### config.mk
export PLATFORM = sky130hd
export DESIGN_NAME = regfile_wr_arbiter
export DESIGN_NICKNAME = d
export VERILOG_FILES = /design/src/rtl/regfile_wr_arbiter.sv
export SDC_FILE = /design/constraint.sdc
export NUM_CORES = 1
export LEC_CHECK = 0
export CAP_MARGIN = 25
export CELL_PAD_IN_SITES_DETAIL_PLACEMENT = 1
export CELL_PAD_IN_SITES_GLOBAL_PLACEMENT = 1
export CORE_ASPECT_RATIO = 0.5
export CORE_MARGIN = 2
export CORE_UTILIZATION = 43
export DETAILED_ROUTE_END_ITERATION = 10
export PLACE_DENSITY_LB_ADDON = 0.1
export SLEW_MARGIN = 15
export SYNTH_ARGS = -nofsm -noshare
export SYNTH_HDL_FRONTEND = slang
export SYNTH_SLANG_ARGS = --single-unit
### constraint.sdc
create_clock -name clk -period 6.01 [get_ports clk]
set_input_delay 1.202 -clock clk [delete_from_list [all_inputs] [get_ports clk]]
set_output_delay 1.202 -clock clk [all_outputs]
set_load 0.1 [all_outputs]
### src/rtl/regfile_wr_arbiter.sv
// Shares the single register-file write port between an ALU and a load writeback requester.
// Each requester has a one-entry slot; a round-robin arbiter issues at most one write per cycle.
module regfile_wr_arbiter #(
  parameter int DW      = 32,
  parameter int AW      = 5,
  parameter int DROP_R0 = 1,
  parameter int CNT_W   = 16
) (
  input  logic             clk,
  input  logic             rstn,
  input  logic             a_valid,
  output logic             a_ready,
  input  logic [AW-1:0]    a_reg,
  input  logic [DW-1:0]    a_data,
  input  logic             b_valid,
  output logic             b_ready,
  input  logic [AW-1:0]    b_reg,
  input  logic [DW-1:0]    b_data,
  output logic             enwr,
  output logic [AW-1:0]    regNum,
  output logic [DW-1:0]    wrdata,
  input  logic [AW-1:0]    Rreg1,
  input  logic [AW-1:0]    Rreg2,
  output logic             hz1,
  output logic             hz2,
  output logic [CNT_W-1:0] wr_count
);

  logic             full_a_reg, full_b_reg;
  logic [AW-1:0]    a_slot_num_reg, b_slot_num_reg;
  logic [DW-1:0]    a_slot_data_reg, b_slot_data_reg;
  logic             last_grant_b_reg;
  logic             enwr_reg;
  logic [AW-1:0]    regnum_reg;
  logic [DW-1:0]    wrdata_reg;
  logic [CNT_W-1:0] wr_count_reg;

  logic             grant_a, grant_b, grant_any;
  logic [AW-1:0]    sel_num;
  logic [DW-1:0]    sel_data;
  logic             sel_drop;

  // Grant depends only on registered slot state, so ready never sees a valid input.
  assign grant_a   = full_a_reg & (~full_b_reg | last_grant_b_reg);
  assign grant_b   = full_b_reg & (~full_a_reg | ~last_grant_b_reg);
  assign grant_any = grant_a | grant_b;

  assign a_ready = ~full_a_reg | grant_a;
  assign b_ready = ~full_b_reg | grant_b;

  always_comb begin
    sel_num  = b_slot_num_reg;
    sel_data = b_slot_data_reg;
    if (grant_a) begin
      sel_num  = a_slot_num_reg;
      sel_data = a_slot_data_reg;
    end
    sel_drop = (DROP_R0 != 0) && (sel_num == '0);
  end

  always_ff @(posedge clk or negedge rstn) begin
    if (!rstn) begin
      full_a_reg       <= 1'b0;
      full_b_reg       <= 1'b0;
      a_slot_num_reg   <= '0;
      b_slot_num_reg   <= '0;
      a_slot_data_reg  <= '0;
      b_slot_data_reg  <= '0;
      last_grant_b_reg <= 1'b1;
      enwr_reg         <= 1'b0;
      regnum_reg       <= '0;
      wrdata_reg       <= '0;
      wr_count_reg     <= '0;
    end else begin
      if (a_valid && a_ready) begin
        full_a_reg      <= 1'b1;
        a_slot_num_reg  <= a_reg;
        a_slot_data_reg <= a_data;
      end else if (grant_a) begin
        full_a_reg <= 1'b0;
      end

      if (b_valid && b_ready) begin
        full_b_reg      <= 1'b1;
        b_slot_num_reg  <= b_reg;
        b_slot_data_reg <= b_data;
      end else if (grant_b) begin
        full_b_reg <= 1'b0;
      end

      if (grant_any) begin
        last_grant_b_reg <= grant_b;
      end

      // A dropped register-0 write still consumes its grant but never reaches the port.
      enwr_reg <= grant_any & ~sel_drop;
      if (grant_any && !sel_drop) begin
        regnum_reg   <= sel_num;
        wrdata_reg   <= sel_data;
        wr_count_reg <= wr_count_reg + CNT_W'(1);
      end
    end
  end

  assign enwr     = enwr_reg;
  assign regNum   = regnum_reg;
  assign wrdata   = wrdata_reg;
  assign wr_count = wr_count_reg;

  logic [AW-1:0] rd_addr [2];
  logic [1:0]    hz;

  assign rd_addr[0] = Rreg1;
  assign rd_addr[1] = Rreg2;

  generate
    for (genvar gi = 0; gi < 2; gi++) begin : g_hazard
      assign hz[gi] = ((full_a_reg && a_slot_num_reg == rd_addr[gi]) ||
                       (full_b_reg && b_slot_num_reg == rd_addr[gi])) &&
                      !((DROP_R0 != 0) && (rd_addr[gi] == '0));
    end
  endgenerate

  assign hz1 = hz[0];
  assign hz2 = hz[1];

endmodule

==> flow_metrics.py <==
metrics = {
    "run_status": {
        "status": "complete, no violations",
    },
    "floorplanning": {
        "core_area_sq_um": 13400,
        "floorplan.die.height_um": 86.3,
        "die-area_sq_um": 14600,
        "placement_rows": 30,
        "start_util_pct": 43.5,
        "ioPinCount": 146,
        "die_width_um": 169,
    },
    "grt": {
        "antenna_found_initial": 0,
        "first_global_vias": 4334,
        "groute.usage.overall_pct": 20.6,
        "grt_first_pass_wirelength_um": 23100,
        "gr-total-overflow": 0,
        "grt_start_max_net_pins": 69,
    },
    "critical_path": {
        "critical_path_class": "in -> out",
        "rrSetupSlack_ns": 3.36,
        "worst_setup_path_end_kind": "output port",
        "crit_arrival_ns": 3.57,
        "timing.rr.end": "wrdata[21]",
        "critical_path_required_ns": 4.81,
        "cp-start-kind": "primary input",
        "critical_path.reg2reg.startpoint": "b_slot_num_reg[3]",
        "rr_worst_depth": 5,
        "timing.critical_path.fanout_max": 3,
    },
    "timing": {
        "min_period_ns": 4.77,
        "layout_worst_path_cycle_share_pct": 79.4,
        "finClkSkew_ns": 0.0136,
        "timing_hold_violations_final": 0,
        "fin_ws_ns": 1.24,
        "report.final.slew_viol_count": 0,
        "fmax_mhz": 209,
        "setup-violations-final": 0,
        "relSlewSlack_pct": 32.0,
        "tns_ns": 0,
        "worstMarginPinSlew_ns": 1.02,
        "grt_setup_unrepaired": "false",
    },
    "synth": {
        "synth_warnings": 0,
        "syn-num-nets": 491,
        "synth_ff_type": "dfrtp_1",
        "ys_top_cells_by_count": "dfrtp_1 (130), mux2_2 (127), xor2_1 (30), mux2_4 (18), nor4_1 (12)",
        "yosys_register_bits": 131,
        "post_synth_instance_area_sq_um": 5830,
        "synth_area_leaders": "dfrtp_1 (56%), mux2_2 (25%), mux2_4 (4.6%), xor2_1 (4.5%), nor4_1 (1.3%)",
        "postSynthAreaPerCell_sq_um": 14.5,
        "top_count_cell_post_synth": "dfrtp_1",
        "yosys.area.top_type": "dfrtp_1",
        "async_s_r_ff_share_synth_pct": 100,
        "synth_top_area_share_pct": 55.8,
        "post_synth_num_cell_types": 32,
        "synth.yosys.seq_area_share_pct": 56.3,
        "synth-edff-count": 0,
        "gate_count_of_the_mapped_netlist": 402,
    },
    "detailed_routing": {
        "route.detailed.wl_per_inst_um": 19.3,
        "drt_pre_antenna_iters": 4,
        "via_count": 3861,
        "dr.first_iter.drc_count": 137,
        "drc_errors_left": 0,
        "route.detailed.vias_per_inst": 5.19,
        "final_wirelength_um": 14300,
        "antenna_nets_post_route": 0,
    },
    "worst_hold_path": {
        "cells_on_worst_hold_path": 1,
        "hp-class": "reg -> reg",
        "timing.hold.worst_endpoint": "wr_count[15]",
        "hp-start": "wr_count[15]",
    },
    "clock_tree": {
        "post_cts_hold_buffer_count": 0,
        "clk_transition_reported_paths_ns": 0.06,
        "worst_skew_pair.late_latency_ns": 0.41,
        "number_of_buffers_added_for_setup_after_cts": 0,
        "htreeDepth": 4,
        "cts_buffer_depth": 2,
        "tritoncts": "yes",
        "tritoncts.num_buffers": 17,
        "numClockSinks": 131,
        "cts_repair_resize_count": 0,
        "cts_root_buf": "clkbuf_16",
    },
    "finish": {
        "layout-drive-gt1-share_pct": 33.6,
        "area_growth_pct": 38.8,
        "final_core_utilization_pct": 60.4,
        "insertedDiodeCount": 0,
        "final_area_sq_um": 8090,
        "design.final.nets": 644,
    },
    "place": {
        "io_buffers": 145,
        "placed_cell_area_sq_um": 7490,
        "post-place-ws_ns": 1.23,
        "globalplace.congestion": 0.754,
        "dp_hpwl_um": 9530,
    },
    "power": {
        "max-vdd-ir-drop_mv": 0.377,
        "power.density_cell_area_nw_per_um2": 587,
        "cellLeakagePower_nw": 3.42,
    },
    "flow_run": {
        "maxCapViolCount": 0,
    },
}
layout by cell type, fill, tap and decap left out, types with 2 or more instances in the layout:
cell	instances
xnor2_1	5
nand2_1	6
clkdlybuf4s50_1	144
mux2_2	127
nor4b_1	2
mux2_4	18
clkbuf_16	17
dfrtp_1	130
buf_4	4
buf_16	2
nor3_1	3
o21ai_0	6
nand2b_1	3
a2111oi_0	2
clkinvlp_4	2
nand2_2	3
nand3_1	10
nor2_1	4
nand4_1	3
inv_6	8
mux2i_1	2
or4_1	3
a21oi_1	2
nor4_1	12
xor2_1	30
inv_1	3
cell type report:
class	instances	area [sq um]
multi-input cells	251	2460
fillers	1267	5310
clock buffers	18	429
well taps	176	220
repair buffers	151	1550
inverters	3	11.3
flip-flops and latches	131	3280
clock inverters	14	140
per-stage QoR:
stage | hold WS [ns] | total power, mW | cells
floorplan | 0.474 | 3.14 | 402
global placement | 0.459 | 3.69 | 709
detailed placement | 0.465 | 3.75 | 711
CTS | 0.474 | 4.79 | 743
global route | 0.487 | 4.95 | 744
finish | 0.468 | 4.75 | 744
worst max path at each step:
stage,from,to,depth (start not counted)
2_1_floorplan,Rreg1[0],hz1,4
3_3_place_gp,Rreg1[0],hz1,6
3_5_place_dp,Rreg1[0],hz1,6
4_1_cts,Rreg1[0],hz1,6
5_1_grt,Rreg1[1],hz1,6
6_report,Rreg1[0],hz1,6
layer usage:
metal  GRT usage, %  up-vias  part of all wire, %
met5              0        -                    0
met4           5.41        0                 0.63
met3           4.89       11                  3.8
met2           37.7       81                   52
met1           24.7     2012                   43
li1               -     1757                    -
worst max-delay path, stage by stage:
cell	delay, ns
clkdlybuf4s50_1	0.48
xor2_1	0.17
nor4_1	0.27
nand3_1	0.11
a21oi_1	0.18
clkdlybuf4s50_1	1.15
report_power, final:
group / switching, mW / internal [mW]
Combinational: 1.57 / 0.773
Clock: 0.425 / 0.583
Sequential: 0.221 / 1.18
logic make-up (layout without fill, tap and decap cells):
group | count (synthesis) | after routing | share of synthesized area (%)
adder cells (fa/ha/maj) | 1 | 1 | 0.215
buffers and inverters | 20 | 186 | 1.74
AO/OA/AOI/OAI | 14 | 14 | 1.74
multiplexers | 147 | 147 | 29.5
flip-flops | 131 | 131 | 56.3
XOR/XNOR | 35 | 35 | 5.26
AND/OR/NAND/NOR | 54 | 54 | 5.28
Power figures use the tool's default switching activity.
==> variant (config.mk and constraints unchanged) <==
`CNT_W`: 16 -> 12.
--- a/src/rtl/regfile_wr_arbiter.sv
+++ b/src/rtl/regfile_wr_arbiter.sv
@@ -4,7 +4,7 @@
   parameter int DW      = 32,
   parameter int AW      = 5,
   parameter int DROP_R0 = 1,
-  parameter int CNT_W   = 16
+  parameter int CNT_W   = 12
 ) (
   input  logic             clk,
   input  logic             rstn,
Interface: changed (resized wr_count); port bits go from 146 to 142. No check against the original RTL was run, so the function may have changed too.
==> variant against the original RTL <==
Synthesized cell count fell by 4.7%; clock power rose by 6%; first-iteration DRC count rose by 31%; power rose by 0.98%; design area fell by 1.9%; wire length fell by 3.0%; maximum frequency barely moved; worst setup slack got worse by 4.3 ps; sequential cell count fell by 4; synthesized area fell by 2.5%; critical endpoint unchanged; largest cell class unchanged.
==> variant: results (changes against the original RTL) <==
<table>
<tr><th>Metric</th><th>Value</th></tr>
<tr><th colspan="2">Synthesis</th></tr>
<tr><td>Synthesized netlist net count</td><td>472 (-3.9%)</td></tr>
<tr><td>FFs w/ async S/R, synth</td><td>100.0% (unchanged)</td></tr>
<tr><td>Seq/Total Area, Yosys</td><td>55.93% (-0.32 points)</td></tr>
<tr><td>Commonest cells in the synthesized netlist</td><td>126 x sky130_fd_sc_hd__dfrtp_1, 115 x sky130_fd_sc_hd__mux2_2, 28 x sky130_fd_sc_hd__mux2_4</td></tr>
<tr><td>Synth unique cells</td><td>33 (+3.1%)</td></tr>
<tr><td>Area contributors post-synth</td><td>sky130_fd_sc_hd__dfrtp_1 55%, sky130_fd_sc_hd__mux2_2 23%, sky130_fd_sc_hd__mux2_4 7.4%</td></tr>
<tr><th colspan="2">GRT</th></tr>
<tr><td>Largest net degree at the start of global routing</td><td>76 (+10%)</td></tr>
<tr><td>All-layer global routing usage</td><td>20.86% (+0.29 points)</td></tr>
<tr><th colspan="2">Power and ir drop</th></tr>
<tr><td>Reported leakage power</td><td>3.407 nW (-0.24%)</td></tr>
<tr><td>Peak VDD IR</td><td>0.4227 mV (+12%)</td></tr>
<tr><th colspan="2">STA</th></tr>
<tr><td>Clock skew after layout</td><td>11.86 ps (-1.704 ps)</td></tr>
<tr><td>Actual transition at the worst max-transition pin</td><td>1008 ps (-9.849 ps)</td></tr>
<tr><th colspan="2">Route</th></tr>
<tr><td>Via total after detailed routing</td><td>3671 (-4.9%)</td></tr>
<tr><td>Drt initial violations</td><td>180 (+31%)</td></tr>
<tr><td>Post-detailed-routing wire length</td><td>13.90 mm (-3.0%)</td></tr>
<tr><td>Routed WL per cell</td><td>19.39 um (+0.67%)</td></tr>
<tr><td>Initial DRT Pass Iterations</td><td>4 (unchanged)</td></tr>
<tr><th colspan="2">Worst setup path</th></tr>
<tr><td>Worst Path Arrival</td><td>3580 ps (about the same)</td></tr>
<tr><td>Reg-to-reg critical path startpoint</td><td>a_slot_num_reg[3]</td></tr>
<tr><td>Crit path launch</td><td>Rreg1[1]</td></tr>
<tr><td>R2R setup slack</td><td>3470 ps (+110 ps)</td></tr>
<tr><th colspan="2">Status</th></tr>
<tr><td>Outcome</td><td>complete, no violations</td></tr>
<tr><th colspan="2">Placed design</th></tr>
<tr><td>Count of input and output buffers</td><td>141 (-2.8%)</td></tr>
<tr><td>Global placer's final weighted congestion</td><td>0.7749 (+2.8%)</td></tr>
<tr><th colspan="2">Final layout</th></tr>
<tr><td>Fraction of final layout cells with drive strength greater than 1</td><td>34.92% (+1.3 points)</td></tr>
</table>
variant: cell types whose count changed in the layout (fill, tap and decap cells not counted), sizes merged, moves of 3 or more:
cell / unedited run / this run
dfrtp: 130 / 126
nor3: 3 / 7
clkinv: 2 / 5
inv: 12 / 3
nand2: 9 / 6
xor2: 30 / 27
clkdlybuf4s50: 144 / 139
nand4: 3 / 0
nor4: 12 / 5
variant: kinds of logic after synthesis:
kind of cell / Yosys count / share of synthesized area (%)
fa+ha+maj: 1 / 0.2201
compound gates: 13 / 1.849
mux: 146 / 30.71
flops: 127 / 55.93
buf+inv: 17 / 1.717
xor+xnor: 31 / 4.777
simple gates: 48 / 4.798
variant: worst reg2reg max path, stage by stage (launching register included):
cell                      delay (ps)
sky130_fd_sc_hd__dfrtp_1         450
sky130_fd_sc_hd__or4_4           600
sky130_fd_sc_hd__o32ai_4         500
sky130_fd_sc_hd__nor2_4          120
sky130_fd_sc_hd__buf_4           350
sky130_fd_sc_hd__mux2_4          410
variant: layer usage:
layer / GRT usage [%] / vias up / routed length, um
met5: 0 / - / 0
met4: 6.426 / 0 / 97
met3: 6.110 / 9 / 636
met2: 35.73 / 87 / 6957
met1: 25.91 / 1898 / 6209
li1: - / 1677 / -
variant: how the worst min path moves through the flow:
stage | from | end | slack (ps) | depth (start not counted)
2_1_floorplan | b_slot_data_reg[0] | b_slot_data_reg[0] | 470 | 1
5_1_grt | wr_count[11] | wr_count[11] | 510 | 1
3_3_place_gp | wr_count[11] | wr_count[11] | 460 | 1
4_1_cts | wr_count[11] | wr_count[11] | 500 | 1
6_report | wr_count[11] | wr_count[11] | 490 | 1
3_5_place_dp | b_slot_data_reg[4] | b_slot_data_reg[4] | 490 | 1
variant: report_power, final:
group          switching (mW)  total (mW)  internal (mW)
clock network           0.396        1.07          0.675
logic                    1.57        2.36          0.788
registers               0.221        1.37           1.15
variant: cell type report:
type                            instances  area, um2
Clock buffer                           19      452.9
Fill cell                            1214       4832
Sequential cell                       127       3179
Tap cell                              170      212.7
Timing Repair Buffer                  148       1511
Multi-Input combinational cell        239       2415
Clock inverter                         12      161.4
Inverter                                2      7.507
variant: metrics by stage:
step           util, %  area, um2  worst slack [ps]  cells  power, mW
3_3_place_gp     56.77       7251              1270    683      3.689
5_1_grt          62.17       7940              1137    717      4.993
4_1_cts          61.79       7893              1222    715      4.838
3_5_place_dp     56.98       7278              1225    684      3.738
2_1_floorplan        -       5684              1627    383      3.143
6_report         62.17       7940              1232    717      4.798
